## src/rtl/io_ctrl.sv

```systemverilog
`default_nettype none
// == io_ctrl : CPU address decode, control register (CR) and wait-state generation -- rev 1.0 ==

module io_ctrl #(
  parameter int NUM_PORTS  = 4,
  parameter int ROM_WAIT   = 2,
  parameter int IO_WAIT    = 1,
  parameter int RAMH_BANKS = 5
) (
  input  logic                 clk,
  input  logic                 n_rst,
  input  logic [15:0]          a,
  input  logic                 n_oe,
  input  logic                 n_we,
  input  logic [7:0]           d_in,
  output logic [7:0]           d_out,
  output logic                 d_oe,
  output logic                 n_rdy,
  output logic                 n_rom_cs,
  output logic                 n_raml_cs,
  output logic                 n_ramh_cs,
  output logic [NUM_PORTS-1:0] n_port_oe,
  output logic [NUM_PORTS-1:0] port_cp,
  output logic [7:0]           cr
);

  localparam logic [3:0] C_ROM_W = 4'(ROM_WAIT);
  localparam logic [3:0] C_IO_W  = 4'(IO_WAIT);

  typedef enum logic [1:0] {
    S_IDLE = 2'd0,
    S_WAIT = 2'd1,
    S_DONE = 2'd2
  } state_t;

  state_t               state_q;
  logic [3:0]           cnt_q;
  logic                 active_q;
  logic [15:0]          a_q;
  logic [7:0]           cr_q;
  logic [7:0]           cr_d;

  logic [2:0]           win;
  logic [2:0]           port_idx;
  logic [7:0]           win_en;
  logic                 io_page;
  logic                 sel_rom;
  logic                 sel_raml;
  logic                 sel_ramh;
  logic                 sel_cr;
  logic                 sel_ext;
  logic [NUM_PORTS-1:0] sel_port;
  logic [3:0]           wait_w;
  logic                 rd;
  logic                 wr;
  logic                 active;
  logic                 start;

  assign win      = a[14:12];
  assign port_idx = a[3:1];
  assign io_page  = (a[15:8] == 8'hFF);

  // A simultaneous read and write strobe is a write.
  assign wr     = ~n_we;
  assign rd     = ~n_oe & n_we;
  assign active = ~n_oe | ~n_we;
  assign start  = active & (~active_q | (a != a_q));

  // Windows 0/1 are fixed; 2..1+RAMH_BANKS are switched by cr[w+1]; window 7 never maps RAM.
  always_comb begin
    win_en = 8'b0000_0011;
    for (int k = 2; k <= 6; k++) begin
      win_en[k] = (k - 2 < RAMH_BANKS) & cr_q[k+1];
    end
  end

  always_comb begin
    sel_port = '0;
    for (int i = 0; i < NUM_PORTS; i++) begin
      sel_port[i] = io_page & (int'(port_idx) == i + 1);
    end
  end

  assign sel_ext  = |sel_port;
  assign sel_cr   = io_page & (port_idx == 3'd0);
  assign sel_rom  = ~a[15] & ~cr_q[0];
  assign sel_raml = ~a[15] & cr_q[0];
  assign sel_ramh = a[15] & win_en[win];

  assign n_rom_cs  = ~sel_rom;
  assign n_raml_cs = ~sel_raml;
  assign n_ramh_cs = ~sel_ramh;
  assign n_port_oe = ~(sel_port & {NUM_PORTS{rd}});
  assign port_cp   = ~(sel_port & {NUM_PORTS{wr}});

  assign d_oe  = sel_cr & rd;
  assign d_out = d_oe ? cr_q : 8'h00;
  assign cr    = cr_q;

  assign wait_w = sel_rom ? C_ROM_W : (sel_ext ? C_IO_W : 4'd0);

  // Ready is combinational so an aborted or reset access releases the bus at once.
  always_comb begin
    n_rdy = 1'b0;
    if (n_rst && active) begin
      if (start) begin
        n_rdy = (wait_w != 4'd0);
      end else begin
        n_rdy = (state_q == S_WAIT);
      end
    end
  end

  assign cr_d = (sel_cr && wr && !n_rdy) ? d_in : cr_q;

  always_ff @(posedge clk or negedge n_rst) begin
    if (!n_rst) begin
      state_q  <= S_IDLE;
      cnt_q    <= 4'd0;
      active_q <= 1'b0;
      a_q      <= 16'h0000;
      cr_q     <= 8'h00;
    end else begin
      active_q <= active;
      a_q      <= a;
      cr_q     <= cr_d;
      if (!active) begin
        state_q <= S_IDLE;
      end else if (start) begin
        if (wait_w >= 4'd2) begin
          state_q <= S_WAIT;
          cnt_q   <= wait_w - 4'd2;
        end else begin
          state_q <= S_DONE;
        end
      end else begin
        case (state_q)
          S_WAIT: begin
            if (cnt_q == 4'd0) begin
              state_q <= S_DONE;
            end else begin
              cnt_q <= cnt_q - 4'd1;
            end
          end
          S_DONE:  state_q <= S_DONE;
          S_IDLE:  state_q <= S_IDLE;
          default: state_q <= S_IDLE;
        endcase
      end
    end
  end

endmodule

`default_nettype wire

```

## config.mk

```make
export PLATFORM = sky130hd
export DESIGN_NAME = io_ctrl
export DESIGN_NICKNAME = d
export VERILOG_FILES = /design/src/rtl/io_ctrl.sv
export SDC_FILE = /design/constraint.sdc
export NUM_CORES = 1
export LEC_CHECK = 0
export ABC_AREA = 0
export CORE_MARGIN = 5
export CORE_UTILIZATION = 25
export CTS_CLUSTER_DIAMETER = 80
export DETAILED_ROUTE_END_ITERATION = 10
export DONT_BUFFER_PORTS = 1
export PLACE_DENSITY_LB_ADDON = 0.25
export SETUP_SLACK_MARGIN = 0.05
export SLEW_MARGIN = 20
export SYNTH_ARGS = -nofsm -noshare
export SYNTH_HDL_FRONTEND = slang
export SYNTH_SLANG_ARGS = --single-unit
```

## constraint.sdc

```tcl
create_clock -name clk -period 4.3 [get_ports clk]
set_input_delay 1.29 -clock clk [delete_from_list [all_inputs] [get_ports clk]]
set_output_delay 1.29 -clock clk [all_outputs]
set_load 0.1 [all_outputs]
```

# Word level (Yosys, flattened, before mapping)
# Cells that the tools add are included.
# totals
output_inout_bits	29
reg_bits	31
elab_cells	71
in_bits	28
# classes
n_mux	16
n_bitwise	25
n_addsub	2
order_cmp	2
eq_ne	11
n_reduce_logical	10
# ops
op	n
two-way mux 4 bit	4
inequality test 16 bit	1
AND 1 bit	11
two-way mux 2 bit	5
== test 3 bit (second input constant)	3
AND 4 bit	2
== test 8 bit (second input constant)	1
two-way mux 8 bit	1
inverter 1 bit	8
inverter 4 bit	2
zero test 4 bit	1
less-than comparator 3 x 4 -> 1 bit (second input constant)	1
two-way mux 1 bit	4
inequality test 4 x 3 -> 1 bit (second input constant)	1
one-hot mux 2 bit (2 select lines)	1
AND reduction 4 bit	1
nonzero test 4 bit	1
OR reduction 4 bit	1
subtractor 4 x 1 -> 4 bit (second input constant)	1
binary-select mux 1 bit (select 3 bit)	1
== test 3 x 2 -> 1 bit (second input constant)	1
logical AND 1 bit	3
zero test 3 bit	1
subtractor 2 x 2 -> 3 bit (second input constant)	1
other kinds (8)	9

# Logic depth before layout (Yosys ltp)
# depth
word_depth	10
ltp_mapped	7
mapped_depth_nobuf	7

# Least setup slack after synthesis
# Ideal clock, no wire load.
# synth_timing
path_type	input-to-output
from	input a[9]
to	output d_out[0]
stages	5
arrival_ns	3.747
path_buffers	1
t_required_ns	3.010
slack_ns	-0.737
path_cell_list	nand4_1 -> nor3_2 -> and3_1 -> clkbuf_1 -> and2_1
# synth_between
elab_chain_cells	4
# synth_rtl
element	line_no	rtl
from (decl)	12	input logic [15:0] a,
== test 8 bit	61	assign io_page = (a[15:8] == 8'hFF);
AND 1 bit	85	assign sel_cr = io_page & (port_idx == 3'd0);
AND 1 bit	96	assign d_oe = sel_cr & rd;
named net d_oe	17	output logic d_oe,
two-way mux 8 bit	97	assign d_out = d_oe ? cr_q : 8'h00;
to (decl)	16	output logic [7:0] d_out,
# The timed path passes the listed nets, and every way through them passes these cells.

# Worst setup path after layout
# layout_timing
from	input a[8]
to	output n_rdy
# layout_between
elab_chain_cells	8
elab_cells_between_ends	14
classes_between	eq/ne (2); mux (4); bitwise (6); reduce/logical (2)
# layout_rtl
element	line_no	rtl
== test 8 bit	61	
AND 1 bit	80	sel_port[i] = io_page & (int'(port_idx) == i + 1);
OR reduction 4 bit	84	assign sel_ext = |sel_port;
two-way mux 1 bit	100	assign wait_w = sel_rom ? C_ROM_W : (sel_ext ? C_IO_W : 4'd0);
two-way mux 2 bit	100	
nonzero test 4 bit	107	n_rdy = (wait_w != 4'd0);
two-way mux 1 bit *	106	if (start) begin
two-way mux 1 bit *	105	if (n_rst && active) begin
to (decl)	18	output logic n_rdy,
# Mark *: on every way between the ends. The rest lies on a longest branch, timed or not.

==> results.yml <==
run_status:
  status: "finished, final reports clean"
final_layout:
  drive_above_1_share: 0.313
  regArea_sq_um: 776
  syn2layout_area_growth_pct: 32.6
  multiInputGateArea_sq_um: 782
  nNetsFinal: 195
  diodes: 0
  final.fill_count: 587
die:
  fp.dieH_um: 89
  start_util: 0.260
  num_rows: 28
  dieWidth_um: 89
  die_area_sq_um: 7920
  core_area_sq_um: 5990
  ios: 57
run:
  max_cap_viol_count: 0
detailed_routing:
  dr_wl_met3_um: 484
  avgViaCountPerCell: 4.74
  drc: 0
  top_layer_used: "met4"
  postRouteAntennaNets: 0
  drt-initial-drc-count: 66
  drt_pass1_iterations: 4
  avgRoutedWirePerCell_um: 16.1
  wl_met1_um: 1460
  vias: 1142
  wl_um: 3870
  wl_met2_um: 1830
synth:
  synth_compound_area_frac: 0.0561
  synth_warnings: 0
  synth_edf_count: 0
  synth_seq_cells: 31
  syn_area_sq_um: 1560
  yosys_most_used_dff: "dfrtp_1"
  synth_mux_area_frac: 0.0962
  synth_top_family_by_area: "simple AND/OR/NAND/NOR gates"
  synth-adder-area-share: 0.0160
  synth-xor-area-share: 0.0954
  synthCells: 138
  async_flop_share: 1.00
  syn_avg_cell_area_sq_um: 11.3
  synthMostInstantiatedCell: "dfrtp_1"
  ys_types: 39
  synth_nets: 168
  synthTopCellsByArea: "dfrtp_1 50%, mux2_1 5.8%, xnor2_1 5.1%"
  yosys.area.top_type_share: 0.497
  yosysSeqAreaShare: 0.497
  synth_simple_gate_area_frac: 0.215
  yosys-top-cells-count: "31 x dfrtp_1, 10 x nand2_1, 9 x and2_1, 9 x xnor2_1"
  synth_area_leader_cell: "dfrtp_1"
timing:
  post-route-period-util: 0.941
  finClkSkew_ps: 4.62
  hold_viol: 0
  rsz0062_at_grt: "no"
  period_needed_ps: 4040
  fmax_mhz: 247
  drv_slew: 0
  final-setup-viol-count: 0
  relSlewSlack: 0.339
  whs_ps: 507
  tightestPinTransition_ps: 991
setup_path:
  worstPathArrival_ps: 2750
  worst-r2r-cell-count: 6
  worst_setup_path_end_kind: "output pin"
  cp.depth: 7
  crit_fanout: 3
  cp_cell_sequence: "xor2_1 > nor4_2 > nand2_1 > or4_4 > nand3_2 > o2111a_2 > buf_12"
  cp_slowest_cell: "or4_4"
  start_kind: "primary input"
  cpPeakStageDelay_ps: 450
  worstSetupPathType: "in2out"
  cp.required_ps: 3010
  crit_family: "simple AND/OR/NAND/NOR gates"
  crit_buf_inv: 1
worst_hold_path:
  hold_path_class: "reg2reg"
  min_delay_path_depth: 1
global_routing:
  antenna_found_initial: 0
  overflow: 0
  grt_usage: 0.106
  grt_pass1_vias: 1211
  grt_pass1_wl_um: 6340
  grt_max_degree: 34
placement:
  portBuffers: 0
  gp_congestion: 0.715
  dp.final_hpwl_um: 3110
clock_tree:
  cts_tree: "yes"
  cts_buffers: 5
  htreeDepth: 2
  clock-root-buffer: "clkbuf_8"
  postCtsHoldBufs: 0
  clk_latency_ps: 280
  cts_buffer_depth: 2
  path_clk_slew_ps: 70
  cts_setup_buffers: 0
  cts_sinks: 31
power_and_ir_drop:
  power.total_uw: 656
  vdd_drop_max_uv: 154
  power_density_nw_per_um2: 317
  p_leak_nw: 0.872
## cell usage in the layout (no fill, tap or decap), drive strengths merged
master	instances
and3	2
nand2	10
a21oi	2
nor2	6
mux2	10
o2111a	1
o22ai	2
nor3	1
o21ai	2
nand3	5
mux2i	3
buf	23
o2bb2ai	1
nor4	3
nor2b	3
a311oi	1
nand3b	2
bufinv	1
xnor2	9
clkbuf	6
a311o	1
or4	1
nand4b	2
nand2b	5
ha	2
xor2	8
or3	1
a31oi	1
nor4b	1
or2	1
inv	4
and2	9
nand4	5
dfrtp	31
clkinv	1
## final timing paths
| path | to | slack (ps) | startpoint |
|---|---|---|---|
| max in group asynchronous | state_q[1] | 3510 | n_rst |
| min in group asynchronous | cr[5] | 700 | n_rst |
| worst min-delay path | cnt_q[3] | 510 | cnt_q[3] |
| worst max-delay path | n_rdy | 260 | a[8] |
| worst max register to register | cr[3] | 1740 | a_q[8] |
| worst min register to register | cnt_q[3] | 510 | cnt_q[3] |
## registers in the layout (all words and copies together), names as in the netlist
name	cells
state_q	2
cr	8
cnt_q	4
active_q	1
a_q	16
## kinds of logic after synthesis
| kind of cell | count (synthesis) |
|---|---|
| compound gates | 11 |
| xor+xnor | 17 |
| fa+ha+maj | 2 |
| buf+inv | 7 |
| flops | 31 |
| mux | 13 |
| simple gates | 57 |
## cell type report
cell class                      count  share of cell area
Timing Repair Buffer               23               0.138
Clock inverter                      2              0.0169
Inverter                            4             0.00726
Sequential cell                    31               0.375
Multi-Input combinational cell    100               0.378
Tap cell                           75              0.0453
Clock buffer                        6              0.0399
## routing by layer
layer	up-vias	track usage
met5	-	0
met4	0	0.0406
met3	8	0.0636
met2	54	0.159
met1	542	0.123
li1	538	-
## report_power, final
part           leakage [nW]  switching, mW  internal [mW]
logic                 0.422         0.0291         0.0220
clock network        0.0612          0.107          0.187
registers             0.389        0.00944          0.302
## stage by stage
step | setup WS, ps | utilization | setup TNS, ps | instances | instance area [sq um]
global route | 126 | 0.345 | 0 | 241 | 2070
detailed placement | 46.8 | 0.325 | 0 | 233 | 1950
finish | 255 | 0.345 | 0 | 241 | 2070
floorplan | -48.8 | - | -56.0 | 138 | 1590
global placement | 101 | 0.325 | 0 | 233 | 1950
CTS | 57.8 | 0.344 | 0 | 241 | 2060
## what timing repair did
| item | CTS | global route |
|---|---|---|
| resized for setup | 0 | 1 |
| pin swaps | 5 | 3 |
| endpoints found under the setup margin | 1 | 1 |
(Power assumes the default switching activity.)
